## config.mk

```make
export PLATFORM = sky130hd
export DESIGN_NAME = pc_run_ctrl_flat
export DESIGN_NICKNAME = d
export VERILOG_FILES = /design/src/rtl/pc_run_ctrl_if.sv /design/src/rtl/pc_run_ctrl.sv /design/src/flat_wrapper.sv
export SDC_FILE = /design/constraint.sdc
export NUM_CORES = 1
export LEC_CHECK = 0
export BUFFER_PORTS_ARGS = -buffer_cell sky130_fd_sc_hd__buf_2
export CAP_MARGIN = 10
export CORE_AREA = 2 2 102 84
export CTS_CLUSTER_SIZE = 16
export DETAILED_ROUTE_END_ITERATION = 16
export DIE_AREA = 0 0 104 86
export GPL_TIMING_DRIVEN = 0
export HOLD_SLACK_MARGIN = 0.02
export MAX_ROUTING_LAYER = met4
export PLACE_DENSITY_LB_ADDON = 0.12
export SLEW_MARGIN = 20
export SYNTH_ARGS = -nofsm -noshare
export SYNTH_HDL_FRONTEND = slang
export SYNTH_SLANG_ARGS = --single-unit
```

## constraint.sdc

```tcl
create_clock -name clk -period 2.35 [get_ports clk]
set_input_delay 0.47 -clock clk [delete_from_list [all_inputs] [get_ports clk]]
set_output_delay 0.47 -clock clk [all_outputs]
set_load 0.02 [all_outputs]
```

## src/rtl/pc_run_ctrl_if.sv

```systemverilog
// Bus between the PC/run controller and the rest of the single-cycle core.
// The master side is the core (next-PC logic, syscall decode, front panel);
// the slave side is pc_run_ctrl itself.
interface pc_run_ctrl_if #(
  parameter int CNT_BITS = 32
);
  logic [31:0]         NextPC;
  logic                halt;
  logic                go;
  logic                step_mode;
  logic [31:0]         PC;
  logic                commit;
  logic                running;
  logic [CNT_BITS-1:0] retired;
  logic                misalign;

  modport master (
    output NextPC, halt, go, step_mode,
    input  PC, commit, running, retired, misalign
  );

  modport slave (
    input  NextPC, halt, go, step_mode,
    output PC, commit, running, retired, misalign
  );
endinterface

```

## src/rtl/pc_run_ctrl.sv

```systemverilog
// Program counter and run/halt controller for the single-cycle MIPS core.
// Holds the PC, stops the machine on the exit syscall or after each
// instruction in step mode, resumes on a rising edge of go, counts retired
// instructions and produces the commit enable for all architectural writes.
module pc_run_ctrl #(
  parameter logic [31:0] RESET_PC = 32'h0000_0000,
  parameter int          CNT_BITS = 32
) (
  input  logic          clk,
  input  logic          rst,
  pc_run_ctrl_if.slave  bus
);

  localparam logic [0:0] ST_RUN    = 1'b0;
  localparam logic [0:0] ST_HALTED = 1'b1;

  // halt_cause encoding: which event parked the machine
  localparam logic CAUSE_STEP    = 1'b0;
  localparam logic CAUSE_SYSCALL = 1'b1;

  logic [0:0]          state;
  logic                halt_cause;
  logic                go_q;
  logic [31:0]         pc_q;
  logic [CNT_BITS-1:0] retired_q;
  logic                misalign_q;
  logic                go_edge;
  logic                retire_now;

  assign go_edge    = bus.go & ~go_q;
  assign retire_now = (state == ST_RUN) & ~bus.halt;

  assign bus.PC       = pc_q;
  assign bus.commit   = retire_now;
  assign bus.running  = (state == ST_RUN);
  assign bus.retired  = retired_q;
  assign bus.misalign = misalign_q;

  // Run/halt sequencing, PC capture, retire counting and misalign tracking
  always_ff @(posedge clk or negedge rst) begin
    if (!rst) begin
      state      <= ST_RUN;
      halt_cause <= CAUSE_STEP;
      go_q       <= 1'b0;
      pc_q       <= RESET_PC;
      retired_q  <= '0;
      misalign_q <= 1'b0;
    end else begin
      go_q <= bus.go;
      case (state)
        ST_RUN: begin
          if (bus.halt) begin
            state      <= ST_HALTED;
            halt_cause <= CAUSE_SYSCALL;
          end else begin
            pc_q <= {bus.NextPC[31:2], 2'b00};
            if (retired_q != '1) begin
              retired_q <= retired_q + CNT_BITS'(1);
            end
            if (bus.NextPC[1:0] != 2'b00) begin
              misalign_q <= 1'b1;
            end
            if (bus.step_mode) begin
              state      <= ST_HALTED;
              halt_cause <= CAUSE_STEP;
            end
          end
        end
        default: begin
          if (go_edge) begin
            state <= ST_RUN;
            if (halt_cause == CAUSE_SYSCALL) begin
              pc_q <= pc_q + 32'd4;
            end
          end
        end
      endcase
    end
  end

endmodule

```

## src/flat_wrapper.sv

```systemverilog
// flat-port wrapper written by rule: the top's interface ports become plain ports
module pc_run_ctrl_flat 
#(
  parameter logic [31:0] RESET_PC = 32'h0000_0000,
  parameter int          CNT_BITS = 32
)
  (clk, rst, bus_NextPC, bus_halt, bus_go, bus_step_mode, bus_PC, bus_commit, bus_running, bus_retired, bus_misalign);
  pc_run_ctrl_if #(.CNT_BITS(CNT_BITS)) bus_i ();
  input  logic clk;
  input  logic rst;
  input wire logic [$bits(bus_i.NextPC)-1:0] bus_NextPC;
  input wire logic [$bits(bus_i.halt)-1:0] bus_halt;
  input wire logic [$bits(bus_i.go)-1:0] bus_go;
  input wire logic [$bits(bus_i.step_mode)-1:0] bus_step_mode;
  output wire logic [$bits(bus_i.PC)-1:0] bus_PC;
  output wire logic [$bits(bus_i.commit)-1:0] bus_commit;
  output wire logic [$bits(bus_i.running)-1:0] bus_running;
  output wire logic [$bits(bus_i.retired)-1:0] bus_retired;
  output wire logic [$bits(bus_i.misalign)-1:0] bus_misalign;
  assign bus_i.NextPC = bus_NextPC;
  assign bus_i.halt = bus_halt;
  assign bus_i.go = bus_go;
  assign bus_i.step_mode = bus_step_mode;
  assign bus_PC = bus_i.PC;
  assign bus_commit = bus_i.commit;
  assign bus_running = bus_i.running;
  assign bus_retired = bus_i.retired;
  assign bus_misalign = bus_i.misalign;
  pc_run_ctrl #(.RESET_PC(RESET_PC), .CNT_BITS(CNT_BITS)) u_core (.clk(clk), .rst(rst), .bus(bus_i));
endmodule
```

Yosys cells after proc, flatten, opt, wreduce, memory -nomap -nowiden
Cells that the tools add are included.

Flip-flop bits (word level): 68. Input port bits: 37.

Add/subtract/negate cells: 2. Equal/unequal tests: 4. Muxes and demuxes: 10. Bitwise gates (word level): 5. Reduce and logical (&&, ||, !) cells: 6.

Operator list (number): 32-bit 2-to-1 mux (4); 32-bit by 1-bit adder with 32-bit output, second input constant (1); 32-bit by 3-bit adder with 32-bit output, second input constant (1); 32-bit inequality test, second input constant (1); 3-bit AND reduction (3); 1-bit 2-to-1 mux (6); 2-bit inequality test, second input constant (2); 2-bit nonzero test (2); 1-bit inverter (3); 1-bit bitwise AND (2); 2-bit by 1-bit inequality test with 1-bit output, second input constant (1); 2-bit AND reduction (1).

Logic depth before layout (Yosys ltp)
Gate-level depths: netlist of the first run.

Word-level depth: 4. Depth in mapped cells: 8.

Worst setup path before layout of the first run
No wires, ideal clock.

Kind: input -> output. Start: input bus_halt. End: output bus_commit. Arrival time: 1.541 ns. Slack: 0.339 ns. Stages on the path: 5. Cells stage by stage: or2_1 > buf_6 > inv_2 > clkbuf_1 > buf_1.

Cells in the longest elaborated chain, start to end: 2.

RTL lines: from (decl) (RTL line flat_wrapper.sv:12) `input wire logic [$bits(bus_i.halt)-1:0] bus_halt;`; 1-bit inverter (no line); 1-bit bitwise AND (RTL line pc_run_ctrl.sv:31) `assign retire_now = (state == ST_RUN) & ~bus.halt;`; to (decl) (RTL line flat_wrapper.sv:16) `output wire logic [$bits(bus_i.commit)-1:0] bus_commit;`.

No other way between the ends.

Final worst setup path of the first run
Start: register u_core.state. End: output bus_commit.

Cells in the longest elaborated chain, start to end: 2.

RTL lines: from (decl) (RTL line pc_run_ctrl.sv:21) `logic [0:0] state;`; from (signal assigned) (RTL line pc_run_ctrl.sv:42) `state <= ST_RUN;`; from (signal assigned) (RTL line pc_run_ctrl.sv:53) `state <= ST_HALTED;`; from (signal assigned) (RTL line pc_run_ctrl.sv:64) `state <= ST_HALTED;`; 1-bit inverter (no line); 1-bit bitwise AND (RTL line pc_run_ctrl.sv:31).

No other way between the ends.

==> impl_metrics.csv, run 1 <==
group,metric,value,unit
floorplanning,fp-row-count,29,
setup_path,crit_fanout,12,
routing,post_drt_wl_per_cell,15.9,microns
routing,num_vias,3483,
synthesis,synthTopCellsByArea,"dfrtp_1, xnor2_1, mux2i_1, nand4_1, nand3_1",
synthesis,synth_enable_flop_cells,0,
clock_tree,clk_pin_slew,70,ps
floorplanning,die-area,8940,sq um
clock_tree,htreeDepth,3,
clock_tree,cts_buffers,9,
finish,synthToLayoutAreaGrowth,23.9,%
clock_tree,cts_hold_buf,0,
clock_tree,clock_latency,340,ps
setup_path,critPathRequiredTime,1880,ps
setup_path,cp-end-kind,"output port",
power,pwr-share-comb,25.3,%
power,cellInternalPower,2.18,mW
synthesis,ys_seq_area_share,44.7,%
hold_path,hold_path_class,"in2async",
sta,final_max_slew_viol_count,0,
finish,n_antenna_cell,0,
finish,multi_input_area,1920,sq um
synthesis,synth_area_leader_cell,"dfrtp_1",
global_routing,grtUsageTotal,23.0,%
finish,finalNetCount,547,
synthesis,synth-seq-cells,66,
synthesis,syn_area,3700,sq um
placement,numPortBuffers,101,
sta,slew_headroom,52.1,%
setup_path,crit_slowest_cell,"dfrtp_1",
clock_tree,post_cts_buffers,0,
routing,totalWireLength,9870,microns
power,netSwitchingFraction,35.3,%
finish,seqCellArea,1650,sq um
global_routing,grt.overflow.total,0,
global_routing,antenna_found_initial,0,
routing,drc,0,
power,power_frac_clock,31.5,%
sta,setup_tns,0,ps
synthesis,postSynthCellCount,395,
global_routing,grt_pass1_wl,16000,microns
setup_path,crit_buf_inv,4,
sta,setup_viol,0,
placement,place_ws,-235,ps
sta,fin_skew,6.81,ps
setup_path,cp.arrival,1780,ps
sta,finalCritPeriodShare,95.9,%
synthesis,synth-async-reset-ratio,100,%
run,drv_cap,0,
sta,timing.final.ws_setup,96.6,ps
power,p_seq_share,43.2,%
setup_path,crit_family,"buffers and inverters",
power,switchingPower,1.19,mW
synthesis,yosysUniqueCellTypes,50,
routing,ant_nets,0,
finish,fin_util,58.4,%
clock_tree,cts_buffer_depth,2,
floorplanning,fp.dieW,104,microns
floorplanning,ios,104,
routing,via_per_inst,5.61,
floorplanning,core,7840,sq um
setup_path,worstSetupPathType,"reg2out",
sta,worstMarginPinSlew,713,ps
sta,rsz0062_at_grt,"no",
sta,fmax,444,MHz
synthesis,synth_ff_type,"dfrtp_1",
finish,fillers,744,
setup_path,crit_chain,"or2_1 -> buf_6 -> inv_2 -> buf_2 -> buf_2",
setup_path,critPathMostFrequentCell,"buf_2",
outcome,status,"finished, final reports clean",
sta,hold_ws,55.4,ps
synthesis,synth.avg_cell_area,9.36,sq um
clock_tree,ctsResizeCount,2,
placement,gp_routability_congestion,0.858,
power,ir_drop,0.652,mV
setup_path,slowest_delay,390,ps
routing,drt-initial-drc-count,216,
global_routing,grt_pass1_vias,3205,
clock_tree,clock-sinks,66,
power,p_leak,2.00,nW
routing,drt-pass1-iter-count,5,
sta,min_period,2250,ps
clock_tree,clockRootBuffer,"clkbuf_8",
synthesis,yosysWarnings,0,
clock_tree,cts_tree,"built",
setup_path,crit_cells,5,
synthesis,synth_top_area_share,44.7,%
global_routing,grt_max_degree,38,
floorplanning,initial_core_util,47.2,%
finish,drive_above_1_share,26.7,%
sta,hold_viol,0,
placement,dp_hpwl,7220,microns
setup_path,r2r_setup_slack,240,ps
power,p_per_area,735,nW/um^2
setup_path,start_kind,"register",
setup_path,reg2reg_depth,6,
floorplanning,die_h,86,microns
-- power by group through the flow --
stage | Combinational (mW) | Sequential (mW) | Clock [mW]
after global routing | 0.939 | 1.48 | 1.12
after global placement | 0.832 | 1.47 | 0
final | 0.850 | 1.45 | 1.06
after detailed placement | 0.850 | 1.47 | 0
after CTS | 0.854 | 1.45 | 1.09
after floorplan | 0.420 | 1.58 | 0
-- Yosys cell counts, types with 2 or more instances --
master	n
o21ai_1	2
o31ai_1	2
o22ai_1	15
buf_2	2
nand4_1	24
o21a_1	2
and3_1	12
ha_1	2
nor4_2	2
clkbuf_1	14
nor3_1	19
nor4_1	4
nand3_1	29
o21ai_0	17
nand4_2	3
mux2i_1	19
inv_1	8
or3_1	3
a22oi_1	11
and2_1	3
a21oi_1	24
dfrtp_1	66
o211ai_1	2
and4_1	7
buf_4	2
or2_1	2
a22o_1	2
xnor2_1	27
nor2_1	21
nand2_1	29
-- cell families after synthesis --
group,synth area share (%)
multiplexers,5.45
other,0.101
AO/OA/AOI/OAI,14.3
AND/OR/NAND/NOR,24.8
flip-flops,44.7
XOR/XNOR,6.64
buffers and inverters,3.42
adder cells (fa/ha/maj),0.677
-- state kept, by name, summed over array words and instances, names as in the netlist --
name,count
u_core.go_q,1
u_core.bus.PC,30
u_core.state,1
u_core.bus.misalign,1
u_core.bus.retired,32
u_core.halt_cause,1
-- through the flow --
step,area [sq um],power (mW),cells
2_1_floorplan,3700,2.00,396
3_3_place_gp,4340,2.30,605
3_5_place_dp,4360,2.32,606
4_1_cts,4580,3.39,621
5_1_grt,4580,3.54,621
6_report,4580,3.36,621
-- worst register-to-register path: stages, from the launching register on --
cell and delay (ps):
dfrtp_1 480, ha_1 250, and3_1 240, nand4_2 260, nor4_1 440, mux2i_1 230
a21oi_1 80
-- per-layer routing --
layer	GRT usage (%)	part of all wire [%]	vias to the layer above
met5	-	0	-
met4	6.27	0.67	0
met3	5.93	6.7	4
met2	31.9	42	125
met1	33.3	51	1654
li1	-	-	1700
-- final cells by class --
| type | instances | share of cell area [%] |
|---|---|---|
| Sequential cell | 66 | 36.1 |
| Clock inverter | 7 | 2.05 |
| Inverter | 9 | 0.738 |
| Timing Repair Buffer | 102 | 11.5 |
| Buffer | 19 | 2.02 |
| Clock buffer | 9 | 2.70 |
| Tap cell | 108 | 2.95 |
| Multi-Input combinational cell | 301 | 42.0 |
-- path summary, 6_finish.rpt --
kind | startpoint | endpoint
max in group asynchronous | rst | u_core.bus.retired[2]
min in group clk | bus_go | u_core.go_q
min reg2reg | u_core.bus.misalign | u_core.bus.misalign
min | rst | u_core.bus.PC[8]
max reg2reg | u_core.bus.PC[2] | u_core.bus.PC[30]
max | u_core.state | bus_commit
-- cells in the final DEF, fill, tap and decap left out, types with 3 or more instances in the layout --
cell | synthesis | layout
buf_4 | 2 | 3
nand4_2 | 3 | 3
or3_1 | 3 | 3
clkbuf_1 | 14 | 11
o21ai_0 | 17 | 17
and2_1 | 3 | 3
a22oi_1 | 11 | 11
xnor2_1 | 27 | 27
clkbuf_8 | 0 | 9
and4_1 | 7 | 7
nand2_1 | 29 | 29
nor3_1 | 19 | 19
a21oi_1 | 24 | 24
nor4_1 | 4 | 4
and3_1 | 12 | 12
mux2i_1 | 19 | 19
nand4_1 | 24 | 24
buf_2 | 2 | 103
o22ai_1 | 15 | 15
nor2_1 | 21 | 21
nand3_1 | 29 | 29
inv_1 | 8 | 8
dfrtp_1 | 66 | 66
Power figures use the tool's default switching activity.
==> run 2: changes to the inputs <==
Settings changed: CORE_AREA 2 2 102 84 to 2 2 97 80, DIE_AREA 0 0 104 86 to 0 0 99 82.
==> impl_metrics.csv, run 2 (synthesis results as in run 1) <==
group,metric,value,unit
finish,largest_register_ffs,32,
power,p_leak,2.02,nW
global_routing,grt_pass1_wl,16600,microns
finish,fillers,634,
finish,finalNetCount,546,
sta,min_period,2240,ps
sta,fmax,447,MHz
setup_path,cp.arrival,1770,ps
floorplanning,ios,104,
finish,layout_common_cells,"buf_2, dfrtp_1, nand3_1, nand2_1, xnor2_1",
setup_path,crit_chain,"or2_1 -> buf_6 -> inv_2 -> buf_2 -> buf_2",
hold_path,hold_path_class,"in2async",
sta,timing.final.ws_setup,114,ps
routing,num_vias,3549,
setup_path,slowest_delay,390,ps
finish,layout_commonest_cell,"buf_2",
routing,drt-initial-drc-count,199,
finish,fin_cells,602,
finish,fin_area,4590,sq um
finish,synthToLayoutAreaGrowth,24.1,%
floorplanning,die_h,82,microns
routing,ant_nets,0,
sta,slew_headroom,53.4,%
global_routing,grt_pass1_vias,3412,
sta,worstMarginPinSlew,693,ps
placement,dp_hpwl,7250,microns
finish,drive_above_1_share,26.4,%
global_routing,grt.overflow.total,0,
finish,seqCellArea,1650,sq um
clock_tree,cts_hold_buf,0,
placement,placed_cells,588,
routing,drt-pass1-iter-count,5,
clock_tree,htreeDepth,3,
clock_tree,clock_latency,340,ps
sta,setup_viol,0,
placement,gp_routability_congestion,0.872,
clock_tree,clock-sinks,66,
placement,numPortBuffers,101,
sta,hold_ws,31.2,ps
clock_tree,post_cts_buffers,0,
clock_tree,ctsResizeCount,2,
finish,fin_util,63.9,%
routing,drc,0,
floorplanning,core,7180,sq um
setup_path,crit_fanout,12,
sta,hold_viol,0,
clock_tree,clk_pin_slew,80,ps
power,ir_drop,0.420,mV
setup_path,worstSetupPathType,"reg2out",
floorplanning,die-area,8120,sq um
floorplanning,fp.dieW,99,microns
floorplanning,fp-row-count,28,
sta,rsz0062_at_grt,"no",
global_routing,antenna_found_initial,0,
setup_path,crit_slowest_cell,"dfrtp_1",
routing,via_per_inst,5.90,
routing,post_drt_wl_per_cell,16.2,microns
placement,place_ws,-207,ps
floorplanning,initial_core_util,51.5,%
sta,final_max_slew_viol_count,0,
sta,fin_skew,9.59,ps
outcome,status,"finished, final reports clean",
clock_tree,cts_buffer_depth,2,
setup_path,critPathMostFrequentCell,"buf_2",
power,fin_total_pwr,3.48,mW
global_routing,grtUsageTotal,26.2,%
setup_path,cp-end-kind,"output port",
clock_tree,clockRootBuffer,"clkbuf_8",
finish,n_antenna_cell,0,
run,drv_cap,0,
setup_path,start_kind,"register",
power,p_per_area,759,nW/um^2
global_routing,grt_max_degree,42,
sta,finalCritPeriodShare,95.2,%
clock_tree,cts_buffers,9,
clock_tree,cts_tree,"built",
placement,place_area,4340,sq um
sta,setup_tns,0,ps
finish,multi_input_area,1930,sq um
routing,totalWireLength,9780,microns
setup_path,critPathRequiredTime,1880,ps
[run 2: layout make-up]
class | instances | share of cell area, %
sequential | 66 | 36.0
multi-input combinational | 301 | 42.1
tap | 90 | 2.45
clock buffer | 10 | 2.78
inverter | 9 | 0.736
buffer | 18 | 1.91
timing repair buffer | 102 | 11.5
clock inverter | 6 | 2.51
[run 2: final timing paths]
check	depth (start not counted)	start	slack (ps)	end
min in group clk	1	bus_go	260	u_core.go_q
max reg2reg	6	u_core.bus.retired[0]	280	u_core.bus.retired[1]
max in group asynchronous	2	rst	1770	u_core.bus.PC[21]
max	5	u_core.state	110	bus_commit
min reg2reg	1	u_core.bus.misalign	490	u_core.bus.misalign
min	1	rst	30	u_core.bus.PC[6]
[run 2: critical path: cells and delay by family, from the launching register on]
kind	cells	cell delay (ps)
simple gates	1	240
flops	1	390
buf+inv	4	790
[run 2: routing by layer]
layer | GRT usage, % | vias to the layer above | part of all wire [%]
met3 | 4.94 | 11 | 5.7
met2 | 41.5 | 110 | 46
met5 | - | - | 0
met4 | 7.26 | 0 | 0.96
li1 | - | 1704 | -
met1 | 35.0 | 1724 | 47
[run 2: power breakdown]
part	internal, mW	switching [mW]	total, mW	leakage (nW)
combinational	0.323	0.529	0.852	1.08
sequential	1.26	0.205	1.46	0.820
clock	0.709	0.460	1.17	0.117
==> run 3: changes to the inputs <==
Settings changed: GPL_TIMING_DRIVEN 0 to 1.
==> impl_metrics.csv, run 3 (synthesis results as in run 1) <==
group,metric,value,unit
setup_path,crit_fanout,20,
global_routing,antenna_found_initial,0,
routing,drt-pass1-iter-count,5,
power,netSwitchingFraction,34.8,%
sta,hold_viol,0,
clock_tree,cts_hold_buf,0,
routing,num_vias,3473,
global_routing,grtUsageTotal,24.8,%
clock_tree,clk_pin_slew,80,ps
global_routing,grt_pass1_wl,15400,microns
power,cellInternalPower,2.21,mW
routing,via_per_inst,5.81,
finish,fillers,608,
finish,synthToLayoutAreaGrowth,23.8,%
power,p_per_area,742,nW/um^2
setup_path,critPathRequiredTime,1880,ps
routing,totalWireLength,9320,microns
sta,min_period,2130,ps
sta,fin_skew,7.88,ps
clock_tree,htreeDepth,3,
routing,drc,0,
clock_tree,post_cts_buffers,0,
routing,drt-initial-drc-count,124,
sta,rsz0062_at_grt,"no",
hold_path,hold_path_class,"in2async",
routing,ant_nets,0,
power,p_leak,2.03,nW
power,power_frac_clock,32.3,%
clock_tree,cts_tree,"built",
floorplanning,die-area,8120,sq um
setup_path,critPathMostFrequentCell,"buf_4",
sta,finalCritPeriodShare,90.5,%
clock_tree,cts_buffers,9,
run,drv_cap,0,
sta,fmax,470,MHz
clock_tree,clockRootBuffer,"clkbuf_8",
finish,finalNetCount,542,
floorplanning,fp-row-count,28,
placement,gp_routability_congestion,0.937,
global_routing,grt_pass1_vias,3049,
sta,final_max_slew_viol_count,0,
setup_path,crit_slowest_cell,"dfrtp_1",
setup_path,start_kind,"register",
setup_path,worstSetupPathType,"reg2out",
routing,post_drt_wl_per_cell,15.6,microns
sta,worstMarginPinSlew,488,ps
placement,numPortBuffers,101,
power,pwr-share-comb,24.5,%
placement,dp_hpwl,6720,microns
power,p_seq_share,43.2,%
placement,placed_cells,582,
sta,slew_headroom,67.2,%
clock_tree,cts_buffer_depth,2,
finish,drive_above_1_share,28.1,%
power,ir_drop,0.496,mV
finish,n_antenna_cell,0,
floorplanning,initial_core_util,51.5,%
floorplanning,core,7180,sq um
sta,setup_tns,0,ps
setup_path,slowest_delay,370,ps
floorplanning,fp.dieW,99,microns
setup_path,cp-end-kind,"output port",
clock_tree,ctsResizeCount,0,
floorplanning,die_h,82,microns
finish,fin_cells,598,
sta,setup_viol,0,
clock_tree,clock-sinks,66,
setup_path,cp.arrival,1660,ps
finish,layout_commonest_cell,"buf_2",
finish,largest_register_ffs,32,
floorplanning,ios,104,
global_routing,grt_max_degree,67,
finish,layout_common_cells,"buf_2, dfrtp_1, nand3_1, nand2_1, xnor2_1",
power,switchingPower,1.18,mW
clock_tree,clock_latency,350,ps
setup_path,crit_chain,"or2_1 -> buf_4 -> inv_2 -> buf_4 -> buf_2",
outcome,status,"finished, final reports clean",
global_routing,grt.overflow.total,0,
## run 3: worst max-delay path, delay by kind of cell, from the launching register on
family | cells | cell delay [ps]
DFF | 1 | 370
and+or+nand+nor | 1 | 280
buffers and inverters | 4 | 660
## run 3: stage by stage
step	worst slack [ps]	total power, mW	cell area [sq um]	hold slack (ps)	util (%)
global placement	304	2.31	4350	454	60.6
floorplan	339	2.00	3700	174	-
finish	222	3.39	4580	106	63.7
detailed placement	256	2.32	4350	462	60.6
global route	128	3.61	4580	143	63.7
CTS	196	3.42	4580	139	63.7
## run 3: metal layers
metal / track usage, % / vias to the layer above / wire length (microns)
met5: - / - / 0
met4: 6.99 / 0 / 106
met3: 5.45 / 9 / 589
met2: 34.3 / 123 / 4110
met1: 36.4 / 1645 / 4520
li1: - / 1696 / -
## run 3: path summary, 6_finish.rpt
kind,start,to,slack (ps),cells past startpoint
worst max-delay path,u_core.state,bus_commit,220,5
max in group asynchronous,rst,u_core.bus.PC[22],1910,2
worst min-delay path,rst,u_core.bus.PC[11],110,2
worst min register to register,u_core.bus.misalign,u_core.bus.misalign,480,1
worst max register to register,u_core.bus.PC[3],u_core.bus.PC[30],310,6
min in group clk,bus_go,u_core.go_q,260,1
## run 3: final cells by class
cell class | instances | area [sq um] | share of cell area [%]
Clock buffer | 10 | 138 | 3.01
Clock inverter | 6 | 87.6 | 1.91
Inverter | 9 | 33.8 | 0.738
Multi-Input combinational cell | 301 | 1920 | 42.0
Sequential cell | 66 | 1650 | 36.1
Tap cell | 90 | 113 | 2.46
Timing Repair Buffer | 116 | 631 | 13.8
## run 3: power groups by stage
stage / logic [mW] / clock network [mW] / registers (mW)
final: 0.830 / 1.10 / 1.47
after global routing: 0.931 / 1.18 / 1.50
after global placement: 0.829 / 0 / 1.48
after floorplan: 0.420 / 0 / 1.58
after CTS: 0.838 / 1.12 / 1.46
after detailed placement: 0.835 / 0 / 1.48
